`src/rtl/alu_seq.sv`:
```
// Sequential ALU: add/sub/eq/lt in one step, iterative shift-add multiply and
// restoring divide over `width` steps, behind a start/busy/done handshake.
module alu_seq #(
  parameter int unsigned width = 8
) (
  input  logic                 clk_i,
  input  logic                 rst_ni,
  input  logic                 start_i,
  input  logic [width-1:0]     a_i,
  input  logic [width-1:0]     b_i,
  input  logic [2:0]           fct_i,
  output logic                 busy_o,
  output logic                 done_o,
  output logic [2*width-1:0]   s_o,
  output logic                 signal_o,
  output logic                 err_o
);

  localparam int unsigned CW = $clog2(width);
  localparam logic [CW-1:0] CNT_INIT = CW'(width - 1);

  localparam logic [2:0] FCT_ADD = 3'b000;
  localparam logic [2:0] FCT_SUB = 3'b001;
  localparam logic [2:0] FCT_MUL = 3'b010;
  localparam logic [2:0] FCT_EQ  = 3'b011;
  localparam logic [2:0] FCT_DIV = 3'b100;
  localparam logic [2:0] FCT_LT  = 3'b101;

  typedef enum logic [1:0] {IDLE, CALC, DONE} state_t;

  state_t               state_q, state_d;
  logic [width-1:0]     a_q, a_d;
  logic [width-1:0]     b_q, b_d;
  logic [2:0]           fct_q, fct_d;
  logic [2*width-1:0]   acc_q, acc_d;
  logic [CW-1:0]        cnt_q, cnt_d;
  logic [2*width-1:0]   s_q, s_d;
  logic                 signal_q, signal_d;
  logic                 err_q, err_d;

  logic [width:0]       add_res;
  logic [width:0]       sub_res;
  logic [width:0]       mul_sum;
  logic [2*width-1:0]   mul_next;
  logic [width:0]       div_shift;
  logic [width:0]       div_diff;
  logic                 div_ge;
  logic [2*width-1:0]   div_next;

  // acc holds {partial product, remaining multiplier bits} for mul and
  // {partial remainder, dividend/quotient bits} for div.
  always_comb begin
    add_res   = {1'b0, a_q} + {1'b0, b_q};
    sub_res   = {1'b0, a_q} - {1'b0, b_q};
    mul_sum   = {1'b0, acc_q[2*width-1:width]} + (acc_q[0] ? {1'b0, a_q} : '0);
    mul_next  = {mul_sum, acc_q[width-1:1]};
    div_shift = {acc_q[2*width-1:width], acc_q[width-1]};
    div_diff  = div_shift - {1'b0, b_q};
    div_ge    = (div_shift >= {1'b0, b_q});
    div_next  = div_ge ? {div_diff[width-1:0], acc_q[width-2:0], 1'b1}
                       : {div_shift[width-1:0], acc_q[width-2:0], 1'b0};
  end

  always_comb begin
    state_d  = state_q;
    a_d      = a_q;
    b_d      = b_q;
    fct_d    = fct_q;
    acc_d    = acc_q;
    cnt_d    = cnt_q;
    s_d      = s_q;
    signal_d = signal_q;
    err_d    = err_q;

    unique case (state_q)
      IDLE: begin
        if (start_i) begin
          a_d     = a_i;
          b_d     = b_i;
          fct_d   = fct_i;
          acc_d   = (fct_i == FCT_DIV) ? {{width{1'b0}}, a_i} : {{width{1'b0}}, b_i};
          cnt_d   = CNT_INIT;
          state_d = CALC;
        end
      end
      CALC: begin
        s_d      = '0;
        signal_d = 1'b0;
        err_d    = 1'b0;
        state_d  = DONE;
        case (fct_q)
          FCT_ADD: s_d = {{(width-1){1'b0}}, add_res};
          FCT_SUB: s_d = {{(width-1){1'b0}}, sub_res};
          FCT_EQ:  signal_d = (a_q == b_q);
          FCT_LT:  signal_d = (a_q < b_q);
          FCT_MUL: begin
            acc_d = mul_next;
            if (cnt_q == '0) begin
              s_d = mul_next;
            end else begin
              cnt_d    = cnt_q - CW'(1);
              s_d      = s_q;
              signal_d = signal_q;
              err_d    = err_q;
              state_d  = CALC;
            end
          end
          FCT_DIV: begin
            if (b_q == '0) begin
              s_d   = {a_q, {width{1'b1}}};
              err_d = 1'b1;
            end else begin
              acc_d = div_next;
              if (cnt_q == '0) begin
                s_d = div_next;
              end else begin
                cnt_d    = cnt_q - CW'(1);
                s_d      = s_q;
                signal_d = signal_q;
                err_d    = err_q;
                state_d  = CALC;
              end
            end
          end
          default: err_d = 1'b1;
        endcase
      end
      DONE: state_d = IDLE;
      default: state_d = IDLE;
    endcase
  end

  always_ff @(posedge clk_i or negedge rst_ni) begin
    if (!rst_ni) begin
      state_q  <= IDLE;
      a_q      <= '0;
      b_q      <= '0;
      fct_q    <= '0;
      acc_q    <= '0;
      cnt_q    <= '0;
      s_q      <= '0;
      signal_q <= 1'b0;
      err_q    <= 1'b0;
    end else begin
      state_q  <= state_d;
      a_q      <= a_d;
      b_q      <= b_d;
      fct_q    <= fct_d;
      acc_q    <= acc_d;
      cnt_q    <= cnt_d;
      s_q      <= s_d;
      signal_q <= signal_d;
      err_q    <= err_d;
    end
  end

  assign busy_o   = (state_q != IDLE);
  assign done_o   = (state_q == DONE);
  assign s_o      = s_q;
  assign signal_o = signal_q;
  assign err_o    = err_q;

endmodule

```
`config.mk`:
```
export PLATFORM = sky130hd
export DESIGN_NAME = alu_seq
export DESIGN_NICKNAME = d
export VERILOG_FILES = /design/src/rtl/alu_seq.sv
export SDC_FILE = /design/constraint.sdc
export NUM_CORES = 1
export LEC_CHECK = 0
export CORE_MARGIN = 5
export CORE_UTILIZATION = 57
export CTS_CLUSTER_DIAMETER = 100
export CTS_CLUSTER_SIZE = 14
export DETAILED_ROUTE_END_ITERATION = 8
export PLACE_DENSITY_LB_ADDON = 0.1
export SKIP_CTS_REPAIR_TIMING = 1
export SYNTH_ARGS = -nofsm -noshare
export SYNTH_HDL_FRONTEND = slang
export SYNTH_SLANG_ARGS = --single-unit
```
`constraint.sdc`:
```
create_clock -name clk_i -period 4.52 [get_ports clk_i]
set_input_delay 0.452 -clock clk_i [delete_from_list [all_inputs] [get_ports clk_i]]
set_output_delay 0.452 -clock clk_i [all_outputs]
set_load 0.01 [all_outputs]
```
==> out/qor.txt <==
Outcome - completed
Most common library cell in the layout ignoring fill and taps - sky130_fd_sc_hd__nand2_1
Later-pin clock latency in the skew report - 0.36 ns
Global routing usage summed across all routing layers - 30.8%
Antenna violations before repair - 0
Maximum net fanout on the critical path - 17
Residual DRC - 0
Total Negative Setup Slacks - 0 ns
Number of max-cap violations - 0
Placement-stage worst setup slack - 1.59 ns
Layout overhead on the synthesized area - 15.3%
Top cells by area, synth - sky130_fd_sc_hd__dfrtp_1, sky130_fd_sc_hd__ha_1, sky130_fd_sc_hd__nand2_1
End-of-flow core utilization - 67.9%
FMAX - 325 MHz
Setup violators final - 0
Vias in the first global route - 4368
Final worst-path cycle share - 68.1%
Sequential share of the synthesized area - 31.8%
Starting DRT DRC Count - 524
Kind of critical path - flip-flop to flip-flop
Post-layout minimum cycle time - 3.08 ns
Clock slew at reported path FFs - 0.08 ns
Die Footprint - 9910 sq um
Arrival time worst endpoint - 3.30 ns
Post-DRT Antenna Nets - 0
Drt wl/cell - 21.6 microns
Depth of the worst register-to-register path - 7
Via total after detailed routing - 4634
Number of primary I/O pins - 42
Average cell area after synthesis - 8.21 sq um
Clock skew - 0.0114 ns
Post-detailed-route via-to-cell ratio - 6.68
Startpoint of the worst register-to-register path - fct_q[1]
H-tree depth - 3
Non-filler cells, final - 694
Proportion of layout cells with a drive suffix above 1 - 7.43%
Initial Util - 58.8%
CORE AREA - 7770 sq um
Min setup slack post-route - 1.44 ns
Syn Inst Count - 557
Number of unique standard cell types used by synthesis - 71
Most used flip-flop cell after synthesis - sky130_fd_sc_hd__dfrtp_1
Total count of hold-check failures in the final report - 0
Routability Congestion - 0.980
Clock sinks - 58
Number of synthesized flops with an enable pin - 0
Maximum number of buffers from clock root to sink - 2
Floorplan row count - 32
Min-Delay Path Class - input port to async pin
Total length of routed wires - 15000 microns
Power density over the cells - 873 nW/um^2
Number of synthesis warnings - 0
Data required time at the worst endpoint - 4.74 ns
Placed Instances - 678
Worst reg2reg path endpoint - s_o[7]
Antenna diode instance count - 0
Die X - 99.5 microns
Nets in the synthesized netlist - 617
Final Total Pwr - 0.00460 W
Count of buffers inserted at the top-level ports - 41
Largest area contributor in the netlist - sky130_fd_sc_hd__dfrtp_1
Worst setup slack for register-to-register paths - 1.44 ns
TritonCTS clock tree - yes
Startpoint types - flip-flop
Fin. max-slew vios - 0
RSZ-0062 raised after global routing - no
Global-route wire length before repair - 23600 microns
Slew Limit Headroom - 33.6%
First-pass iteration count of the detailed router - 6
Async set or reset register ratio after synthesis - 100%
Largest net degree at the start of global routing - 59
Cell area after technology mapping - 4570 sq um
Worst vdd rail ir drop - 0.000439 V
Number of nets in the finished design - 647
Detailed Place HPWL - 11000 microns
Overall overflow remaining after global route - 0
Number of synthesized register bits - 58
Leading cell types in the layout, fill and taps excluded - sky130_fd_sc_hd__nand2_1, sky130_fd_sc_hd__dfrtp_1, sky130_fd_sc_hd__a21oi_1, sky130_fd_sc_hd__nor2_1, sky130_fd_sc_hd__o21ai_0
Yosys top cell area share - 31.8%
Leakage power of the design - 2.32 nW
Cell chosen for the clock root - sky130_fd_sc_hd__clkbuf_8
Height of the chip - 99.5 microns
Tightest Pin Transition - 0.996 ns
Nature of the critical path endpoint - flip-flop
Number of buffers created by CTS - 9
cell type report:
| class | instances | area (sq um) |
|---|---|---|
| timing repair buffer | 43 | 420 |
| clock inverter | 7 | 141 |
| tap | 102 | 128 |
| sequential | 58 | 1450 |
| multi-input combinational | 448 | 2910 |
| inverter | 27 | 101 |
| fill | 637 | 2500 |
| clock buffer | 9 | 124 |
cells in the mapped netlist, drive strengths merged, types with 5 or more instances:
master   n
o211ai   8
buf      7
o31a     6
nor3    10
and3     5
dfrtp   58
clkbuf  17
a211oi   7
a21o     7
inv     27
nand2b   5
nand3   16
a21oi   45
o21ai   46
ha      34
and2     8
xnor2    9
nor2    45
a31oi    8
nor2b    9
nand2   87
mux2     8
o21a     8
sequential cells by signal, indices dropped and copies added, names as in the netlist:
signal	flops
acc_q	16
signal_o	1
s_o	16
cnt_q	3
state_q	2
fct_q	3
a_q	8
err_o	1
b_q	8
power breakdown:
group,leakage [nW],internal [W],switching [W]
Combinational,1.46,0.00112,0.00173
Clock,0.129,0.000422,0.000250
Sequential,0.728,0.000742,0.000340
Total,2.32,0.00229,0.00232
critical path: stages (launching register included):
cell and delay (ns):
sky130_fd_sc_hd__dfrtp_1 0.70, sky130_fd_sc_hd__nor3b_2 0.87, sky130_fd_sc_hd__a21oi_1 0.27, sky130_fd_sc_hd__o21ai_2 0.40, sky130_fd_sc_hd__inv_2 0.30, sky130_fd_sc_hd__nand2_1 0.16, sky130_fd_sc_hd__o21bai_1 0.12, sky130_fd_sc_hd__o211ai_1 0.10
logic make-up after synthesis:
family	count (synthesis)	synth area share [%]
XOR/XNOR	12	2.30
buffers and inverters	51	4.68
adder cells (fa/ha/maj)	38	11.1
AND/OR/NAND/NOR	206	21.5
multiplexers	10	2.41
AO/OA/AOI/OAI	182	26.3
flip-flops	58	31.8
worst max-delay path by stage:
stage / cells past startpoint / slack [ns] / to / startpoint
6_report: 7 / 1.44 / s_o[7] / fct_q[1]
5_1_grt: 7 / 1.27 / s_o[7] / fct_q[1]
4_1_cts: 7 / 1.56 / s_o[7] / fct_q[1]
3_5_place_dp: 7 / 1.59 / s_o[7] / fct_q[1]
3_3_place_gp: 7 / 1.64 / s_o[7] / fct_q[1]
2_1_floorplan: 11 / 2.14 / s_o[15] / acc_q[0]
routing by layer:
layer	GRT usage, %	wire (microns)	vias to the layer above
met2	46.2	6660	324
met1	43.9	6100	2178
met5	0	0	-
met4	11.3	445	0
met3	6.17	1780	42
li1	-	-	2090
per-stage QoR:
step	area (sq um)	hold WS, ns
2_1_floorplan	4570	0.156
3_3_place_gp	5010	0.456
3_5_place_dp	5010	0.459
4_1_cts	5270	0.276
5_1_grt	5270	0.296
6_report	5270	0.222
Note: power is estimated with default switching activity, not from simulation.
